==> config.mk <==
export PLATFORM = sky130hd
export DESIGN_NAME = qlearn_step_ctrl
export DESIGN_NICKNAME = d
export VERILOG_FILES = /design/src/rtl/intellight_pkg.sv /design/src/rtl/inflight_tracker.sv /design/src/rtl/qlearn_step_ctrl.sv
export SDC_FILE = /design/constraint.sdc
export NUM_CORES = 1
export LEC_CHECK = 0
export CAP_MARGIN = 20
export CORE_MARGIN = 5
export CORE_UTILIZATION = 30
export DETAILED_ROUTE_END_ITERATION = 10
export DONT_BUFFER_PORTS = 1
export PLACE_DENSITY = 0.54
export SYNTH_ARGS = -nofsm -noshare
export SYNTH_HDL_FRONTEND = slang
export SYNTH_SLANG_ARGS = --single-unit
==> constraint.sdc <==
create_clock -name clk -period 4.33 [get_ports clk]
set_input_delay 0.6495 -clock clk [delete_from_list [all_inputs] [get_ports clk]]
set_output_delay 0.6495 -clock clk [all_outputs]
set_load 0.01 [all_outputs]
==> src/rtl/intellight_pkg.sv <==
// intellight_pkg: shared widths, write-back latency and FSM
// encoding for the Q-learning step controller.
package intellight_pkg;

  localparam int L_WIDTH = 4;
  localparam int S_WIDTH = 2 * L_WIDTH;
  localparam int A_WIDTH = L_WIDTH / 2 + 2;
  localparam int WB_LAT  = 5;

  localparam logic [1:0] ST_IDLE  = 2'd0;
  localparam logic [1:0] ST_RUN   = 2'd1;
  localparam logic [1:0] ST_DRAIN = 2'd2;
  localparam logic [1:0] ST_DONE  = 2'd3;

endpackage

==> src/rtl/inflight_tracker.sv <==
// inflight_tracker: carries issued {valid, S} down to write-back
// and flags read-after-write conflicts against a new state.
module inflight_tracker #(
  parameter int S_WIDTH = 8,
  parameter int DEPTH   = 5
) (
  input  logic               clk,
  input  logic               rst,
  input  logic               in_valid,
  input  logic [S_WIDTH-1:0] in_s,
  input  logic               cmp_valid,
  input  logic [S_WIDTH-1:0] cmp_s,
  output logic               wen,
  output logic               hazard,
  output logic               pending
);

  logic [DEPTH-1:0]   vld;
  logic [S_WIDTH-1:0] sq [DEPTH];

  // advance every issued step one stage toward write-back
  always_ff @(posedge clk or negedge rst) begin
    if (!rst) begin
      vld <= '0;
      for (int i = 0; i < DEPTH; i++) sq[i] <= '0;
    end else begin
      vld[0] <= in_valid;
      sq[0]  <= in_s;
      for (int i = 1; i < DEPTH; i++) begin
        vld[i] <= vld[i-1];
        sq[i]  <= sq[i-1];
      end
    end
  end

  // the issuing step counts as in flight; the writing
  // stage conflicts but is no longer pending afterwards
  always_comb begin
    hazard  = in_valid && (in_s == cmp_s);
    pending = in_valid;
    for (int i = 0; i < DEPTH; i++) begin
      if (vld[i] && (sq[i] == cmp_s)) hazard = 1'b1;
      if (vld[i] && (i < DEPTH - 1)) pending = 1'b1;
    end
    hazard = hazard && cmp_valid;
  end

  assign wen = vld[DEPTH-1];

endmodule

==> src/rtl/qlearn_step_ctrl.sv <==
// qlearn_step_ctrl: sequences training steps and episodes,
// issuing (S, A) and holding off read-after-write hazards.
module qlearn_step_ctrl #(
  parameter int L_WIDTH   = intellight_pkg::L_WIDTH,
  parameter int WB_LAT    = intellight_pkg::WB_LAT,
  parameter int CNT_WIDTH = 16,
  localparam int SW       = 2 * L_WIDTH,
  localparam int AW       = L_WIDTH / 2 + 2
) (
  input  logic                 clk,
  input  logic                 rst,
  input  logic                 start,
  input  logic                 abort,
  input  logic [CNT_WIDTH-1:0] max_step,
  input  logic [CNT_WIDTH-1:0] max_episode,
  input  logic                 step_valid,
  input  logic [SW-1:0]        step_S,
  input  logic [AW-1:0]        step_A,
  output logic                 step_ready,
  output logic [SW-1:0]        S,
  output logic [AW-1:0]        A,
  output logic                 issue,
  output logic                 wen,
  output logic                 hazard_stall,
  output logic                 busy,
  output logic                 done,
  output logic [CNT_WIDTH-1:0] step_cnt,
  output logic [CNT_WIDTH-1:0] episode_cnt
);
  import intellight_pkg::*;

  logic [1:0]         state;
  logic [1:0]         state_nx;
  logic               aborted;
  logic               hazard;
  logic               pending;
  logic               accept;
  logic               go;
  logic               drain_end;
  logic               again;
  logic [CNT_WIDTH:0] ep_inc;

  inflight_tracker #(
    .S_WIDTH (SW),
    .DEPTH   (WB_LAT)
  ) u_trk (
    .clk       (clk),
    .rst       (rst),
    .in_valid  (issue),
    .in_s      (S),
    .cmp_valid (step_valid),
    .cmp_s     (step_S),
    .wen       (wen),
    .hazard    (hazard),
    .pending   (pending)
  );

  assign ep_inc = {1'b0, episode_cnt}
                + (CNT_WIDTH+1)'(1);
  assign again = (ep_inc < {1'b0, max_episode})
              && !aborted && !abort;
  assign go = (state == ST_IDLE) && start;
  assign drain_end = (state == ST_DRAIN) && !pending;

  assign step_ready = (state == ST_RUN) && !hazard
                   && (step_cnt < max_step) && !abort;
  assign accept = step_valid && step_ready;
  assign hazard_stall = hazard && (state == ST_RUN);
  assign busy = (state != ST_IDLE);
  assign done = (state == ST_DONE);

  // next-state decode
  always_comb begin
    state_nx = state;
    unique case (1'b1)
      state == ST_IDLE: begin
        if (start)
          state_nx = (max_step != '0 && max_episode != '0)
                   ? ST_RUN : ST_DONE;
      end
      state == ST_RUN: begin
        if (abort || step_cnt >= max_step)
          state_nx = ST_DRAIN;
      end
      state == ST_DRAIN: begin
        if (!pending)
          state_nx = again ? ST_RUN : ST_DONE;
      end
      default: state_nx = ST_IDLE;
    endcase
  end

  // FSM, sticky abort and progress counters
  always_ff @(posedge clk or negedge rst) begin
    if (!rst) begin
      state       <= ST_IDLE;
      aborted     <= 1'b0;
      step_cnt    <= '0;
      episode_cnt <= '0;
    end else begin
      state <= state_nx;
      if (go) aborted <= 1'b0;
      else if (abort && (state == ST_RUN ||
                         state == ST_DRAIN))
        aborted <= 1'b1;
      if (go) step_cnt <= '0;
      else if (drain_end && again) step_cnt <= '0;
      else if (accept)
        step_cnt <= step_cnt + CNT_WIDTH'(1);
      if (go) episode_cnt <= '0;
      else if (drain_end)
        episode_cnt <= ep_inc[CNT_WIDTH-1:0];
    end
  end

  // registered step toward the memory interface
  always_ff @(posedge clk or negedge rst) begin
    if (!rst) begin
      issue <= 1'b0;
      S     <= '0;
      A     <= '0;
    end else begin
      issue <= accept;
      S     <= accept ? step_S : '0;
      A     <= accept ? step_A : '0;
    end
  end

endmodule

Word-level counts from Yosys, hierarchy flattened
Cells that the tools add are included.
- $add $sub $neg: 2
- $lt $le $gt $ge: 3
- eq/ne operators: 12
- muxes and demuxes: 24
- reductions and logical operators: 33
- operators by type and width (kind ; number):
    16-bit 2-to-1 mux ; 5
    8-bit equality test ; 6
    16-bit nonzero test ; 2
    1-bit logical AND ; 19
    16-bit by 1-bit adder with 17-bit output, second input constant ; 1
    17-bit by 16-bit < comparator with 1-bit output ; 1
    16-bit by 1-bit adder with 16-bit output, second input constant ; 1
    16-bit greater-or-equal comparator ; 1
    16-bit < comparator ; 1
    1-bit 2-to-1 mux ; 11
    2-bit 2-to-1 mux ; 5
    8-bit 2-to-1 mux ; 1
    2-bit one-hot mux with 3 select lines ; 1
    2-bit nonzero test ; 3
    2-bit equality test, second input constant ; 2
    1-bit zero test ; 4
    4-bit 2-to-1 mux ; 1
    2-bit != test, second input constant ; 2
    3-bit AND reduction ; 1
    3-bit nonzero test ; 1
    2-bit by 1-bit equality test with 1-bit output, second input constant ; 1
    2-bit zero test ; 1
    1-bit logical OR ; 2
    2-bit by 1-bit != test with 1-bit output, second input constant ; 1
- register bits: 93
- bits of input ports: 49
- output and inout port bits: 50
- word-level logic and storage cells: 87

Logic depth before layout (Yosys ltp)
Gate-level depths: netlist (run 1).
- word-level depth: 16
- depth in mapped cells: 14
- gate-level depth less buffers: 13

Hierarchy
From an unflattened synthesis (run 1), not the netlist that was laid out.
- cell total of the unflattened synthesis: 507
- area total of the unflattened synthesis: 5129.9 um2
- by module, submodules not included (module ; times used ; cells each ; area an instance (um2) ; sequential area each (um2)):
    qlearn_step_ctrl ; 1 ; 382 ; 3368.2 ; 1201.2
    inflight_tracker ; 1 ; 125 ; 1761.7 ; 1126.1

Least setup slack after synthesis (run 1)
No wires, ideal clock.
- path kind: register to register
- start: reg episode_cnt[0]
- end: reg step_cnt[0]
- library setup time: 0.121 ns
- data arrival time: 3.091 ns
- required time: 4.209 ns
- path slack: 1.118 ns
- stages on the path, launching flop included: 15
- buffers on the path: 1
- period minus slack after synthesis: 3.212 ns
- cell sequence: dfrtp_1 -> ha_1 -> and3_1 -> and4_1 -> and3_1 -> nand3_1 -> xnor2_1 -> ha_1 -> a2111oi_0 -> o21ai_0 -> o211ai_1 -> o211ai_1 -> o21bai_2 -> buf_2 -> nor2_1
- cells in the longest elaborated chain, start to end: 7
- elaborated cells on any way between the ends: 8
- those cells by class: 1 x add/sub; 1 x order compare; 2 x mux; 4 x reduce/logical
- RTL lines (item ; line ; source):
    start, declared ; qlearn_step_ctrl.sv:28 ; output logic [CNT_WIDTH-1:0] episode_cnt
    start signal, assigned ; qlearn_step_ctrl.sv:112 ; episode_cnt <= ep_inc[CNT_WIDTH-1:0];
    16-bit by 1-bit adder with 17-bit output * ; qlearn_step_ctrl.sv:59 ; + (CNT_WIDTH+1)'(1);
    17-bit by 16-bit < comparator with 1-bit output * ; qlearn_step_ctrl.sv:60 ; assign again = (ep_inc < {1'b0, max_episode})
    1-bit logical AND * (2 in series) ; qlearn_step_ctrl.sv:61 ; && !aborted && !abort;
    1-bit logical AND * ; qlearn_step_ctrl.sv:107 ; else if (drain_end && again) step_cnt <= '0;
    16-bit 2-to-1 mux ; qlearn_step_ctrl.sv:107 ;
    16-bit 2-to-1 mux ; qlearn_step_ctrl.sv:106 ; if (go) step_cnt <= '0;
    end signal, assigned ; qlearn_step_ctrl.sv:109 ; step_cnt <= step_cnt + CNT_WIDTH'(1);
    end, declared ; qlearn_step_ctrl.sv:27 ; output logic [CNT_WIDTH-1:0] step_cnt,
Mark *: on every way between the ends. The rest lies on a longest branch, timed or not.
A chain may end at the register's enable or synchronous reset.

Worst setup path after layout (run 1)
- start: reg episode_cnt[0]
- end: reg step_cnt[1]
Same word-level chain as after synthesis.

==> impl_metrics.yaml, run 1 <==
sta:
  timing.final.crit_share_pct: 88.5
  hold_ws_ns: 0.208
  final_max_slew_viol_count: 0
  rsz0062_at_grt: "no"
  relSlewSlack_pct: 53.0
  tightest_slew_ns: 0.705
  clock_skew_ns: 0.0114
  hold_viol_final: 0
  fin_crit_ns: 3.83
  fmax_ghz: 0.261
  tns_ns: 0
  setup_violations: 0
power:
  p_clk_share_pct: 34.0
  pwr-share-seq_pct: 48.4
  comb_power_share_pct: 17.5
  intPower_uw: 1470
  power_uw: 2120
  p_switching_uw: 651
  ir_drop_mv: 0.160
  sw_frac_of_total_pct: 30.6
  p_leak_uw: 0.00264
  power.density_nw_per_um2: 386
route:
  drc: 0
  drtIter0Drc: 145
  num_vias: 3474
  wl_per_cell_um: 16.7
  routed_wl_um: 11800
  firstDrtPassIters: 4
  routed_via_density: 4.91
  ant_nets: 0
final_layout:
  multiInputGateArea_um2: 2460
  register_area_um2: 2330
  diodes: 0
  drive_above_1_share_pct: 5.33
  area_growth_pct: 9.38
  instances_no_fill: 708
  nFillCells: 1690
  fin_nets: 572
die:
  coreArea_um2: 16500
  dieArea_um2: 19500
  die_y_um: 140
  core.rowCount: 47
  ios: 99
  initial_core_util_pct: 30.4
  fp.dieW_um: 140
worst_setup_path:
  required_ns: 4.52
  crit_start: "episode_cnt[0]"
  path_max_fanout: 16
  arrival_ns: 4.02
  timing.rr.start: "episode_cnt[0]"
  path_cells: "ha_1 > and3_1 > and4_1 > and3_1 > nand3_1 > xnor2_1 > ha_1 > a2111oi_0 > o21ai_0 > o211ai_1 > o211ai_1 > o21bai_2 > a21oi_1"
  cp_slowest_cell: "o21bai_2"
  start_kind: "flip-flop"
  max_stage_delay_ns: 0.59
  endpoint_kind: "flip-flop"
  critPathKind: "flip-flop to flip-flop"
yosys:
  avgSynthCellArea_um2: 10.3
  synth_cell_types: 50
  synth_top_flop_cell: "dfrtp_1"
  async_flop_share_pct: 100
  synth_seq_cells: 93
  yosysWarningCount: 0
  synth_fp_nets: 575
  netlist_area_um2: 5030
  synth_edf_count: 0
  ys_seq_area_share_pct: 46.3
  synthCells: 488
clock_network:
  htreeDepth: 3
  clock_sinks: 93
  cts_setup_buffers: 0
  clkSlewWorstSetupHoldPaths_ns: 0.07
  cts_root_buf: "clkbuf_16"
  cts_resized: 0
  clk_path_buf_depth: 2
  insertion_delay_ns: 0.34
  cts_tree: "yes"
  numCtsBuffers: 9
placed_design:
  hpwl_um: 9140
  portBuffers: 0
  gp_congestion: 0.823
  placedCellCount: 693
min_path:
  hold_path.class: "input port to asynchronous set/reset pin"
global_route:
  grt_first_pass_wirelength_um: 19100
  first_global_vias: 3527
  antenna_found_initial: 0
  grt.overflow.total: 0
  track_usage_pct: 12.2
  grt_start_max_net_pins: 94
status:
  status: "complete, no violations"
run:
  cap_violations: 0
metrics by stage:
stage	utilization (%)	area (µm²)	worst slack, ns
global placement	31.5	5210	0.661
global route	33.3	5500	0.278
floorplan	-	5030	1.12
CTS	33.3	5500	0.504
finish	33.3	5500	0.500
detailed placement	31.5	5210	0.496
cells in the mapped netlist, types with 13 or more instances:
master,instances,area [µm²]
dfrtp_1,93,2330
xor2_1,51,447
inv_1,40,150
ha_1,38,475
nand2_1,29,109
a21oi_1,27,135
xnor2_1,25,219
nor2_1,23,86.3
nand4_1,19,119
and2_1,16,100
o21ai_0,16,80.1
nor4_1,13,81.3
or3_1,13,81.3
state kept, by name, summed over array words and instances (netlist names):
register / flops
S: 8
episode_cnt: 16
step_cnt: 16
aborted: 1
state: 2
u_trk.vld: 5
u_trk.sq: 40
issue: 1
A: 4
placed cells by master, fill, tap and decap left out, types with 3 or more instances in the layout:
master	instances
dfrtp_1	93
xor2_1	51
inv_1	40
ha_1	38
nand2_1	29
a21oi_1	27
xnor2_1	25
nor2_1	23
nand4_1	19
and2_1	16
o21ai_0	16
nor4_1	13
or3_1	13
clkbuf_16	9
and3_1	8
nand3_1	8
and4_1	6
nor3_1	6
or4_1	5
o31ai_1	4
o21a_1	3
clkinvlp_4	3
repair_timing:
item / in CTS / in global routing
endpoints found under the setup margin: 0 / 0
endpoints found under the hold margin: 93 / 0
hold buffers: 1 / 0
critical path: cells and delay by family (launching register included):
family                     cells  cell delay (ns)
AOI/OAI and AO/OA              6             1.54
DFF                            1             0.48
and+or+nand+nor                4             0.92
xor gates and xnor gates       1             0.16
adders and majority gates      2             0.57
kinds of logic (layout without fill, tap and decap cells):
logic type | count (synthesis) | count (layout) | share of synthesized area [%]
buffers and inverters | 55 | 55 | 4.90
AOI/OAI and AO/OA | 70 | 70 | 8.88
xor gates and xnor gates | 76 | 76 | 13.2
adders and majority gates | 38 | 38 | 9.45
and+or+nand+nor | 155 | 155 | 17.1
muxes | 1 | 1 | 0.199
DFF | 93 | 93 | 46.3
area by class of cell:
class                      count  share of cell area [%]
multi-input combinational    340                    44.7
sequential                    93                    42.3
tap                          220                    5.00
clock buffer                   9                    4.09
inverter                      40                    2.73
clock inverter                 5                   0.728
timing repair buffer           1                   0.500
final timing paths:
path	slack [ns]	cells past startpoint	to
setup / recovery	0.50	13	step_cnt[1]
hold / removal	0.21	1	S[3]
setup reg to reg	0.50	13	step_cnt[1]
hold reg to reg	0.39	0	u_trk.sq[30]
max in group asynchronous	3.75	1	episode_cnt[12]
min in group clk	0.39	0	u_trk.sq[30]
power groups by stage:
stage                     Sequential [µW]  Clock (µW)  Combinational, µW
after floorplan                      1020           0                297
after global placement               1040           0                349
after detailed placement             1050           0                362
after CTS                            1030         747                385
after global routing                 1040         779                425
final                                1030         722                373
routing by layer:
layer,GRT usage [%],routed length (µm),vias to the layer above
met5,0,0,-
met4,4.38,184,0
met3,4.08,872,13
met2,20.4,5750,85
met1,14.8,5010,1689
li1,-,-,1687
No activity file was read; power rests on OpenSTA's default activity.
==> run 2, diff against run 1 <==
Settings changed: RECOVER_POWER from default to 25.
==> impl_metrics.yaml, run 2 (synthesis results as in run 1) <==
final_layout:
  fin_nets: 572
  reg.largest.list: "u_trk.sq (40), episode_cnt (16), step_cnt (16)"
  drive_above_1_share_pct: 5.33
  largest_register_ffs: 40
  final_cell_mix: "dfrtp_1 (93), xor2_1 (51), inv_1 (40)"
  regMostFlops: "u_trk.sq"
  final_util_pct: 33.2
  diodes: 0
  nFillCells: 1692
  area_growth_pct: 8.93
  layout_commonest_cell: "dfrtp_1"
power:
  ir_drop_mv: 0.160
  comb_power_share_pct: 17.5
  pwr-share-seq_pct: 48.5
  power_uw: 2120
  p_clk_share_pct: 34.0
  p_leak_uw: 0.00263
  power.density_nw_per_um2: 387
  intPower_uw: 1470
  p_switching_uw: 651
  sw_frac_of_total_pct: 30.7
global_route:
  antenna_found_initial: 0
  first_global_vias: 3527
  grt_first_pass_wirelength_um: 19100
  grt_start_max_net_pins: 94
  grt.overflow.total: 0
  track_usage_pct: 12.2
die:
  ios: 99
  initial_core_util_pct: 30.4
  core.rowCount: 47
  coreArea_um2: 16500
  dieArea_um2: 19500
  fp.dieW_um: 140
  die_y_um: 140
route:
  wl_per_cell_um: 16.7
  drc: 0
  ant_nets: 0
  drtIter0Drc: 141
  routed_via_density: 4.91
  routed_wl_um: 11900
  firstDrtPassIters: 4
  num_vias: 3476
clock_network:
  clkSlewWorstSetupHoldPaths_ns: 0.07
  insertion_delay_ns: 0.34
  hold_buffers: 1
  cts_resized: 0
  cts_tree: "yes"
  clk_path_buf_depth: 2
  numCtsBuffers: 9
  clock_sinks: 93
  cts_root_buf: "clkbuf_16"
  cts_setup_buffers: 0
  htreeDepth: 3
sta:
  rsz0062_at_grt: "no"
  setup_violations: 0
  hold_viol_final: 0
  timing.final.crit_share_pct: 88.5
  fin_crit_ns: 3.83
  worst_slack_ns: 0.497
  relSlewSlack_pct: -51.2
  tightest_slew_ns: 2.27
  fmax_ghz: 0.261
  tns_ns: 0
  clock_skew_ns: 0.0114
  final_max_slew_viol_count: 94
worst_setup_path:
  critPathBufInv: 0
  r2r_setup_slack_ns: 0.50
  start_kind: "flip-flop"
  path_cells: "ha_1 > and3_1 > and4_1 > and3_1 > nand3_1 > xnor2_1 > ha_1 > a2111oi_0 > o21ai_0 > o211ai_1 > o211ai_1 > o21bai_2 > a21oi_1"
  arrival_ns: 4.03
  cp_slowest_cell: "o21bai_2"
  path_max_fanout: 16
  crit_family: "compound AO/OA/AOI/OAI gates"
  required_ns: 4.52
  endpoint_kind: "flip-flop"
  critPathKind: "flip-flop to flip-flop"
  max_stage_delay_ns: 0.60
status:
  status: "complete, but fails checks"
  failed_checks: "capacitance limit, slew limit"
placed_design:
  hpwl_um: 9140
  place_ws_ns: 0.496
  gp_congestion: 0.823
  portBuffers: 0
min_path:
  hold_path.class: "flip-flop to flip-flop"
run:
  cap_violations: 1
run 2: through the flow:
stage          std cells  hold WS [ns]  area [µm²]
5_1_grt              708         0.405        5480
6_report             708         0.388        5480
2_1_floorplan        488         0.354        5030
3_3_place_gp         693         0.361        5210
4_1_cts              708         0.239        5500
3_5_place_dp         693         0.358        5210
run 2: final timing paths:
| check | startpoint | endpoint | cells after the start |
|---|---|---|---|
| max | episode_cnt[0] | step_cnt[1] | 13 |
| min | u_trk.sq[38] | u_trk.sq[30] | 0 |
| max reg2reg | episode_cnt[0] | step_cnt[1] | 13 |
| min reg2reg | u_trk.sq[38] | u_trk.sq[30] | 0 |
| max in group asynchronous | rst | episode_cnt[12] | 1 |
| min in group asynchronous | rst | S[3] | 1 |
run 2: cell type report:
cell class              instances  area [µm²]  share of cell area (%)
clock buffers                   9         225                    4.11
clock inverters                 5        40.0                   0.731
inverters                      40         150                    2.74
multi-input cells             340        2460                    44.8
flip-flops and latches         93        2330                    42.5
well taps                     220         275                    5.02
repair buffers                  1        5.00                  0.0913
run 2: power groups by stage:
stage          Sequential (µW)  Combinational, µW  Clock (µW)
6_report                  1030                371         722
5_1_grt                   1040                423         779
4_1_cts                   1030                385         747
3_5_place_dp              1050                362           0
3_3_place_gp              1040                349           0
2_1_floorplan             1020                297           0
run 2: routing by layer:
layer | vias to the layer above | wire length [µm] | track usage (%)
li1 | 1687 | - | -
met1 | 1689 | 4960 | 14.8
met2 | 87 | 5800 | 20.4
met3 | 13 | 904 | 4.08
met4 | 0 | 184 | 4.38
met5 | - | 0 | 0
